$ cat src/rtl/sevenseg_pkg.sv
// Shared constants for the two-digit multiplexed seven-segment interface.
// Segment codes are active-low, bit order g..a; digit enables are active-low.
package sevenseg_pkg;

  localparam int DIG_W = 6;
  localparam int SEG_W = 7;

  localparam logic [SEG_W-1:0] SEG_0     = 7'b1000000;
  localparam logic [SEG_W-1:0] SEG_1     = 7'b1111001;
  localparam logic [SEG_W-1:0] SEG_2     = 7'b0100100;
  localparam logic [SEG_W-1:0] SEG_3     = 7'b0110000;
  localparam logic [SEG_W-1:0] SEG_4     = 7'b0011001;
  localparam logic [SEG_W-1:0] SEG_5     = 7'b0010010;
  localparam logic [SEG_W-1:0] SEG_6     = 7'b0000010;
  localparam logic [SEG_W-1:0] SEG_7     = 7'b1111000;
  localparam logic [SEG_W-1:0] SEG_8     = 7'b0000000;
  localparam logic [SEG_W-1:0] SEG_9     = 7'b0010000;
  localparam logic [SEG_W-1:0] SEG_BLANK = 7'b1111111;

  localparam logic [DIG_W-1:0] DIG_TENS = 6'b101111;
  localparam logic [DIG_W-1:0] DIG_ONES = 6'b011111;
  localparam logic [DIG_W-1:0] DIG_NONE = 6'b111111;

  // Shift-and-add form keeps the multiply out of the datapath; t is 0..9.
  function automatic logic [6:0] times10(input logic [3:0] t);
    logic [6:0] w;
    w = {3'b000, t};
    return (w << 3) + (w << 1);
  endfunction

  function automatic logic [6:0] frame_value(input logic [3:0] tens,
                                             input logic [3:0] ones);
    return times10(tens) + {3'b000, ones};
  endfunction

endpackage

$ cat src/rtl/seg_to_bcd.sv
// Combinational decode of an active-low seven-segment pattern to a BCD digit.
// o_legal is low for any pattern that is not one of the ten digit codes.
module seg_to_bcd
  import sevenseg_pkg::*;
(
  input  logic [SEG_W-1:0] i_seg,
  output logic [3:0]       o_digit,
  output logic             o_legal
);

  always_comb begin
    o_digit = 4'd0;
    o_legal = 1'b1;
    case (i_seg)
      SEG_0:   o_digit = 4'd0;
      SEG_1:   o_digit = 4'd1;
      SEG_2:   o_digit = 4'd2;
      SEG_3:   o_digit = 4'd3;
      SEG_4:   o_digit = 4'd4;
      SEG_5:   o_digit = 4'd5;
      SEG_6:   o_digit = 4'd6;
      SEG_7:   o_digit = 4'd7;
      SEG_8:   o_digit = 4'd8;
      SEG_9:   o_digit = 4'd9;
      default: o_legal = 1'b0;
    endcase
  end

endmodule

$ cat src/rtl/sevenseg_capture.sv
// Recovers the two-digit value shown on a multiplexed seven-segment display by
// tapping its dig/disp nets; strobes value_valid once per complete tens+ones frame.
module sevenseg_capture
  import sevenseg_pkg::*;
#(
  parameter int STABLE_CYCLES = 4,
  parameter int TENS_IDX      = 4,
  parameter int ONES_IDX      = 5
) (
  input  logic             clk,
  input  logic             reset,
  input  logic [SEG_W-1:0] disp,
  input  logic [DIG_W-1:0] dig,
  output logic [6:0]       value,
  output logic             value_valid,
  output logic [3:0]       tens_digit,
  output logic [3:0]       ones_digit,
  output logic             err
);

  if (STABLE_CYCLES < 1 || STABLE_CYCLES > 255) begin : g_bad_stable
    $error("STABLE_CYCLES must be in 1..255");
  end
  if (TENS_IDX == ONES_IDX || TENS_IDX >= DIG_W || ONES_IDX >= DIG_W) begin : g_bad_idx
    $error("TENS_IDX/ONES_IDX must be distinct bits of dig");
  end

  localparam logic [7:0]       CNT_MAX  = 8'(STABLE_CYCLES - 1);
  localparam logic [DIG_W-1:0] SEL_TENS = DIG_W'(1) << TENS_IDX;
  localparam logic [DIG_W-1:0] SEL_ONES = DIG_W'(1) << ONES_IDX;

  logic [DIG_W-1:0] r_dig_p0, r_dig_p1, r_dig_p2;
  logic [SEG_W-1:0] r_disp_p0, r_disp_p1, r_disp_p2;
  logic [7:0]       r_cnt_p2;
  logic             r_armed_p2;

  logic [6:0]       r_value;
  logic             r_valid;
  logic [3:0]       r_tens;
  logic [3:0]       r_ones;
  logic             r_tens_cap;
  logic             r_ones_cap;
  logic             r_err;

  logic             w_accept;
  logic [DIG_W-1:0] w_low;
  logic             w_multi;
  logic             w_sel_tens;
  logic             w_sel_ones;
  logic [3:0]       w_digit;
  logic             w_legal;

  // Stage p0/p1: two-flop synchronizer; reset to the blank (idle) level so
  // release never looks like a fresh pattern.
  // Stage p2: held pair plus stability counter; armed marks a not-yet-accepted run.
  always_ff @(posedge clk or negedge reset) begin
    if (!reset) begin
      r_dig_p0   <= DIG_NONE;
      r_dig_p1   <= DIG_NONE;
      r_disp_p0  <= SEG_BLANK;
      r_disp_p1  <= SEG_BLANK;
      r_dig_p2   <= DIG_NONE;
      r_disp_p2  <= SEG_BLANK;
      r_cnt_p2   <= 8'd0;
      r_armed_p2 <= 1'b0;
    end else begin
      r_dig_p0  <= dig;
      r_dig_p1  <= r_dig_p0;
      r_disp_p0 <= disp;
      r_disp_p1 <= r_disp_p0;
      if ({r_dig_p1, r_disp_p1} != {r_dig_p2, r_disp_p2}) begin
        r_dig_p2   <= r_dig_p1;
        r_disp_p2  <= r_disp_p1;
        r_cnt_p2   <= 8'd0;
        r_armed_p2 <= 1'b1;
      end else begin
        if (r_cnt_p2 != CNT_MAX) begin
          r_cnt_p2 <= r_cnt_p2 + 8'd1;
        end
        if (w_accept) begin
          r_armed_p2 <= 1'b0;
        end
      end
    end
  end

  assign w_accept   = r_armed_p2 && (r_cnt_p2 == CNT_MAX);
  assign w_low      = ~r_dig_p2;
  assign w_multi    = |(w_low & (w_low - DIG_W'(1)));
  assign w_sel_tens = (w_low == SEL_TENS);
  assign w_sel_ones = (w_low == SEL_ONES);

  seg_to_bcd u_seg_to_bcd (
    .i_seg   (r_disp_p2),
    .o_digit (w_digit),
    .o_legal (w_legal)
  );

  // Stage p3: classify the accepted pair; the frame completes on the accept
  // that sets the second capture flag, using the digit arriving on that edge.
  always_ff @(posedge clk or negedge reset) begin
    if (!reset) begin
      r_value    <= 7'd0;
      r_valid    <= 1'b0;
      r_tens     <= 4'd0;
      r_ones     <= 4'd0;
      r_tens_cap <= 1'b0;
      r_ones_cap <= 1'b0;
      r_err      <= 1'b0;
    end else begin
      r_valid <= 1'b0;
      r_err   <= 1'b0;
      if (w_accept) begin
        if (w_multi) begin
          r_err <= 1'b1;
        end else if (w_sel_tens) begin
          if (!w_legal) begin
            r_err <= 1'b1;
          end else begin
            r_tens <= w_digit;
            if (r_ones_cap) begin
              r_value    <= frame_value(w_digit, r_ones);
              r_valid    <= 1'b1;
              r_tens_cap <= 1'b0;
              r_ones_cap <= 1'b0;
            end else begin
              r_tens_cap <= 1'b1;
            end
          end
        end else if (w_sel_ones) begin
          if (!w_legal) begin
            r_err <= 1'b1;
          end else begin
            r_ones <= w_digit;
            if (r_tens_cap) begin
              r_value    <= frame_value(r_tens, w_digit);
              r_valid    <= 1'b1;
              r_tens_cap <= 1'b0;
              r_ones_cap <= 1'b0;
            end else begin
              r_ones_cap <= 1'b1;
            end
          end
        end
      end
    end
  end

  assign value       = r_value;
  assign value_valid = r_valid;
  assign tens_digit  = r_tens;
  assign ones_digit  = r_ones;
  assign err         = r_err;

endmodule
$ cat config.mk
export PLATFORM = sky130hd
export DESIGN_NAME = sevenseg_capture
export DESIGN_NICKNAME = d
export VERILOG_FILES = /design/src/rtl/sevenseg_pkg.sv /design/src/rtl/seg_to_bcd.sv /design/src/rtl/sevenseg_capture.sv
export SDC_FILE = /design/constraint.sdc
export NUM_CORES = 1
export LEC_CHECK = 0
export CAP_MARGIN = 15
export CORE_MARGIN = 2
export CORE_UTILIZATION = 35
export DETAILED_ROUTE_END_ITERATION = 10
export DONT_BUFFER_PORTS = 1
export PLACE_DENSITY_LB_ADDON = 0.05
export SLEW_MARGIN = 40
export SYNTH_ARGS = -nofsm -noshare
export SYNTH_HDL_FRONTEND = slang
export SYNTH_SLANG_ARGS = --single-unit
$ cat constraint.sdc
create_clock -name clk -period 3.78 [get_ports clk]
set_input_delay 0.378 -clock clk [delete_from_list [all_inputs] [get_ports clk]]
set_output_delay 0.378 -clock clk [all_outputs]
set_load 0.05 [all_outputs]
# Word level (Yosys, flattened, before mapping)
# Index checks and enable logic that the tools add are counted.
classes:
  n_addsub: 6
  eq_ne: 15
  n_mux: 34
  bitwise: 4
  n_reduce_logical: 12
op_table:
  columns: ["operator", "n"]
  rows:
  - ["$mux W7", 6]
  - ["$pmux W4 S9", 1]
  - ["$mux W1", 25]
  - ["$eq A7 B5 Y1 const B", 3]
  - ["$eq A7 B7 Y1 const B", 3]
  - ["$mux W8", 2]
  - ["$add A7 B4 Y7", 2]
  - ["$add A7 B5 Y7", 2]
  - ["$eq A7 B6 Y1 const B", 2]
  - ["$ne A13 B13 Y1", 1]
  - ["$reduce_or A10 Y1", 1]
  - ["$add A8 B1 Y8 const B", 1]
  - ["$eq A8 B2 Y1 const B", 1]
  - ["$ne A8 B2 Y1 const B", 1]
  - ["$reduce_and A4 Y1", 2]
  - ["$reduce_bool A2 Y1", 4]
  - ["$eq A7 B2 Y1 const B", 1]
  - ["$logic_not A7 Y1", 1]
  - ["$and A6 B6 Y6", 1]
  - ["$eq A6 B5 Y1 const B", 1]
  - ["$eq A6 B6 Y1 const B", 1]
  - ["$not A6 Y6", 1]
  - ["$reduce_and A6 Y1", 1]
  - ["$reduce_or A6 Y1", 1]
  - ["5 further kinds", 6]
word_totals:
  ff_bits: 67
  input_bits: 15
  out_inout_bits: 17
  word_cells: 86

# Logic depth before layout (Yosys ltp)
depth:
  word_depth: 8
  mapped_depth: 14
  ltp_nobuf: 13

# Hierarchy
# A second synthesis with hierarchy kept.
unflattened:
  hier_cells: 267
  area_unflattened_um2: 3291.9
modules_own_cells:
  columns: ["mod", "instances", "cells_per_inst", "area_per_inst_um2", "seq_area_each_um2"]
  rows:
  - ["sevenseg_capture", 1, 235, 3067.9, 1725.4]
  - ["seg_to_bcd", 1, 32, 224.0, 0.0]

# Worst setup path before layout
# No wires, ideal clock.
synth_timing:
  path_kind: "flip-flop to flip-flop"
  startpoint: "register r_disp_p2[6]"
  endpoint: "register r_value[6] (netlist: value[6])"
  setup_ns: 0.066
  arrival_ns: 3.099
  t_required_ns: 3.714
  setup_slack_ns: 0.614
  path_stages_with_launch: 12
  n_path_buf: 1
  period_less_slack_ns: 3.166
  path_cell_list: "dfstp_2 clkbuf_1 nand2_1 nor3b_1 o21ai_0 fa_1 fa_1 nor2b_1 o21a_1 or4b_2 o211ai_1 mux2_4"
synth_via:
  elab_chain_cells: 7
  word_cells_on_any_way: 23
  cone_classes: "3 x add/sub; 9 x eq/ne; 8 x mux; 3 x reduce/logical"
synth_lines:
  columns: ["item", "line_no", "text"]
  rows:
  - ["from (decl)", "sevenseg_capture.sv:33", "logic [SEG_W-1:0] r_disp_p0, r_disp_p1, r_disp_p2;"]
  - ["from (signal assigned)", "sevenseg_capture.sv:73", "r_disp_p2 <= r_disp_p1;"]
  - ["$eq A7 B5 Y1, or another cell as far along", "seg_to_bcd.sv:14", "case (i_seg)"]
  - ["$pmux W4 S9", "seg_to_bcd.sv:14", null]
  - ["$add A7 B5 Y7 or $add A7 B4 Y7 (tied branches)", "sevenseg_pkg.sv:28, sevenseg_pkg.sv:33", null]
  - ["$add A7 B4 Y7 or $mux W7 (tied branches)", "sevenseg_pkg.sv:33, sevenseg_capture.sv:135", null]
  - ["$mux W7 (on tied branches)", "sevenseg_capture.sv:121, sevenseg_capture.sv:131", null]
  - ["$mux W7 (on tied branches)", "sevenseg_capture.sv:117, sevenseg_capture.sv:130", null]
  - ["$mux W7", "sevenseg_capture.sv:116", "end else if (w_sel_tens) begin"]
  - ["to (signal assigned)", "sevenseg_capture.sv:122", "r_value <= frame_value(w_digit, r_ones);"]
  - ["to (signal assigned)", "sevenseg_capture.sv:136", "r_value <= frame_value(r_tens, w_digit);"]
  - ["to (decl)", "sevenseg_capture.sv:37", "logic [6:0] r_value;"]
# Parallel ways exist; a longest one is shown, timed or not. The select of a mux whose other input is x is not followed.
# A chain may end at the register's enable or synchronous reset.

# Worst setup path in the final report
# Same ends and word-level chain as after synthesis.

==> impl_summary.md <==
Status
The flow ran to the end, and the final reports show no timing, DRC or antenna violations.

Clock tree
In this run the post-CTS setup repair buffer count came out at 0. The H-tree generated during clock tree synthesis spans 3 levels. The clock latency on the worst-skew pair is 340 ps.

No sink is reached through more buffers than the 2 on the longest clock path. The clock transition at the register clock pins on the worst setup and hold paths after CTS is 80 ps. For this design, the sink count on the clock tree is 67. The tree is rooted in a sky130_fd_sc_hd__clkbuf_8. The clock tree from TritonCTS is built. The number of buffers added by the clock tree synthesis step is 9.

Setup path
The required time of the critical path is 4060 ps. The startpoint identified for the worst register-to-register timing path is r_disp_p2[6]. The number of cells on the worst reg-to-reg path is 11.

Following the worst setup path forward leads to its endpoint at value[6]. Of all nets on the critical path, the largest fanout is 9. In this run the critical register-to-register path is captured at value[6]. The kind of end point of the critical path is a flip-flop. The nature of the critical path startpoint is a flip-flop. The register-to-register path setup slack is 410 ps.

The kind of critical path is flip-flop to flip-flop. The critical path starts at r_disp_p2[6]. The endpoint arrival time on the critical path is 3650 ps.

Yosys
In this run the mean area of a mapped cell was 11.95 µm². The count of mapped cells out of synthesis is 268. The synthesized net count is 302. The total of warnings raised by yosys is 0. The most used flip-flop cell after synthesis is sky130_fd_sc_hd__dfstp_2.

Summing every instance area after synthesis gives 3202 µm². The async set or reset register ratio after synthesis is 100.0%. Yosys mapped a number of flops with a built-in enable equal to 0.

The number of synthesized register bits is 67. The number of unique standard cell types used by synthesis is 48. For this run, the register share of the synthesized area comes to 53.89%.

Power
The maximum vdd drop is 245.4 µV. In this run the power density over the cells is 386.5 nW/µm². For this design the static power due to leakage is 1.585 nW.

Drt
The number of search-and-repair iterations in the first detailed-routing pass is 4. The final antenna-violating net count is 0. The routed design has 5.616 mm of wire.

The detailed router's first-iteration violation count is 42. The detailed-route wire length per cell is 14.51 µm. The routed via count divided by cell count is 4.811. For this run, design rule violations remaining after detail routing come to 0. The total via count in the routed design is 1,862.

Timing
The number of hold violations in the final report came to 0. The max-slew violation count is 0. The aggregate negative setup slack is 0 ps. Setup violations remaining at the end of the flow were counted as 0. In this run the tightest slew margin relative to its limit is 46.38%. Based on the critical path, the design can be clocked at up to 296.8 MHz. The shortest clock period the worst path allows after layout is 3369 ps. Setup repair after global routing left no endpoint under its margin. The final cycle utilization of the critical path is 89.12%.

For the pin with the worst max-slew slack, the measured transition is 795.9 ps. Clock skew on the completed layout was measured at 9.759 ps.

Global routing
Entering global routing, the biggest net connects 68 pins. The total global routing track utilization is 12.83%. The number of global-route vias before repair is 1,934. After global routing the overflow that remains totals 0.

The initial antenna violation count is 0. The first-pass GRT wire length is 9.832 mm.

Placement
The count of input and output buffers is 0. Once placement completed, the tool counted placed cells totaling 358. After legalization and detailed placement, the total HPWL measured 3.868 mm. The global placement routability congestion is 0.7526.

Worst hold path
The worst hold path class is primary input to flip-flop.

Finish
The most common cell after layout, fill and taps aside is sky130_fd_sc_hd__dfstp_2. The non-filler instance count after layout is 387. Cells with a size suffix above 1 make up 29.03% of the layout.

The total inserted antenna cells is 0. Leaving out fill and tap cells, the most frequent cells in the layout are 39 x sky130_fd_sc_hd__dfstp_2, 28 x sky130_fd_sc_hd__dfrtp_1, 16 x sky130_fd_sc_hd__xor2_1. The post-synthesis to final-layout area growth is 12.54%. Fill cells in the final layout number 845. In the final design database the tool counted 308 nets. The final cell utilization of the core is 40.92%.

Job
Max-cap violations in this run came to 0.

Floorplanning
Once the floorplan was initialized, standard cells occupied 36.36% of the core. The die covers 9929 µm². For this design the top-level I/O count stands at 32.

The die width is 99.65 µm. The height of the die is 99.65 µm. The floorplan has 34 rows. In this run the standard cell core region covers 8806 µm².
-- registers in the layout, indices dropped and copies added (netlist names) --
name,flops
tens_digit,4
r_dig_p1,6
value_valid,1
r_disp_p0,7
r_ones_cap,1
r_cnt_p2,8
r_dig_p2,6
ones_digit,4
r_dig_p0,6
r_disp_p2,7
r_disp_p1,7
err,1
r_armed_p2,1
r_tens_cap,1
value,7
-- worst min-delay path by stage --
stage / from / to / cells past startpoint
after floorplan: reset / err / 0
after global placement: reset / value[4] / 0
after detailed placement: reset / value[4] / 0
after CTS: disp[6] / r_disp_p0[6] / 0
after global routing: disp[4] / r_disp_p0[4] / 0
final: disp[4] / r_disp_p0[4] / 0
-- worst max-delay path, cell delays in order, from the launching register on --
cell and delay [ps]:
sky130_fd_sc_hd__dfstp_2 620, sky130_fd_sc_hd__nand2_1 130, sky130_fd_sc_hd__nor3b_1 230, sky130_fd_sc_hd__o21ai_0 340
sky130_fd_sc_hd__fa_1 490, sky130_fd_sc_hd__inv_1 70, sky130_fd_sc_hd__ha_1 250, sky130_fd_sc_hd__nor2b_1 140
sky130_fd_sc_hd__o21a_1 180, sky130_fd_sc_hd__or4b_2 610, sky130_fd_sc_hd__o211ai_1 100, sky130_fd_sc_hd__mux2_4 160
-- power breakdown --
part / switching [mW] / total (mW) / internal, mW
Combinational: 0.0311 / 0.0602 / 0.0291
Sequential: 0.0194 / 0.775 / 0.755
Clock: 0.294 / 0.558 / 0.264
Total: 0.345 / 1.39 / 1.05
-- cell families (layout without fill, tap and decap cells) --
kind of cell             after synthesis  in the layout  share of synthesized area, %
AO/OA/AOI/OAI                         37             37                         7.620
XOR/XNOR                              24             24                         6.565
adder cells (fa/ha/maj)               20             20                         8.675
buffers and inverters                 36             47                         4.533
flip-flops                            67             67                         53.89
multiplexers                          16             16                         6.330
AND/OR/NAND/NOR                       68             68                         12.39
-- what timing repair did --
item / CTS / global route
endpoints found under the setup margin: 0 / 0
hold buffers: 7 / 6
gates resized for setup: 0 / 0
endpoints found under the hold margin: 72 / 6
-- layer usage --
layer,up-vias,GRT usage [%],part of all wire (%),wire (µm)
met5,-,0,0,0
met4,0,5.058,1.4,76
met3,8,4.568,4.1,231
met2,33,18.71,44,2468
met1,901,17.46,51,2839
li1,920,-,-,-
-- metrics by stage --
| stage | power, mW | area [µm²] | setup slack [ps] | hold slack [ps] |
|---|---|---|---|---|
| floorplan | 0.8163 | 3202 | 614.5 | 82.41 |
| global placement | 0.8224 | 3271 | 387.0 | 83.93 |
| detailed placement | 0.8224 | 3271 | 372.9 | 84.00 |
| CTS | 1.420 | 3543 | 359.4 | 0.2637 |
| global route | 1.469 | 3603 | 201.1 | 3.620 |
| finish | 1.393 | 3603 | 411.2 | 34.61 |
-- cell usage after synthesis, types with 2 or more instances --
cell                       number  area share (%)
sky130_fd_sc_hd__a21o_1         3            0.70
sky130_fd_sc_hd__a21oi_1       12             1.9
sky130_fd_sc_hd__and3_1         3            0.59
sky130_fd_sc_hd__buf_2          2            0.31
sky130_fd_sc_hd__clkbuf_1      18             2.1
sky130_fd_sc_hd__dfrtp_1       28              22
sky130_fd_sc_hd__dfstp_2       39              32
sky130_fd_sc_hd__fa_1           4             2.5
sky130_fd_sc_hd__ha_1          15             5.9
sky130_fd_sc_hd__inv_1         15             1.8
sky130_fd_sc_hd__mux2_2         6             2.1
sky130_fd_sc_hd__mux2_4         7             3.3
sky130_fd_sc_hd__mux2i_1        3            0.94
sky130_fd_sc_hd__nand2_1       11             1.3
sky130_fd_sc_hd__nand2b_1       4            0.78
sky130_fd_sc_hd__nand3_1        6            0.94
sky130_fd_sc_hd__nand3b_1       2            0.47
sky130_fd_sc_hd__nand4_1        3            0.59
sky130_fd_sc_hd__nor2_1        15             1.8
sky130_fd_sc_hd__nor2b_1        2            0.39
sky130_fd_sc_hd__nor3_1         6            0.94
sky130_fd_sc_hd__nor3b_1        2            0.47
sky130_fd_sc_hd__nor4_1         2            0.39
sky130_fd_sc_hd__o211ai_1       2            0.47
sky130_fd_sc_hd__o21ai_0       12             1.9
sky130_fd_sc_hd__o311ai_2       2             1.0
sky130_fd_sc_hd__xnor2_1        8             2.2
sky130_fd_sc_hd__xor2_1        16             4.4
-- final cells by class --
type | count | area [µm²] | area share [%]
Clock buffer | 10 | 137.6 | 3.819
Clock inverter | 6 | 47.55 | 1.319
Inverter | 15 | 56.30 | 1.562
Multi-Input combinational cell | 165 | 1331 | 36.94
Sequential cell | 67 | 1725 | 47.88
Tap cell | 108 | 135.1 | 3.750
Timing Repair Buffer | 16 | 170.2 | 4.722
No activity file was read; power rests on OpenSTA's default activity.
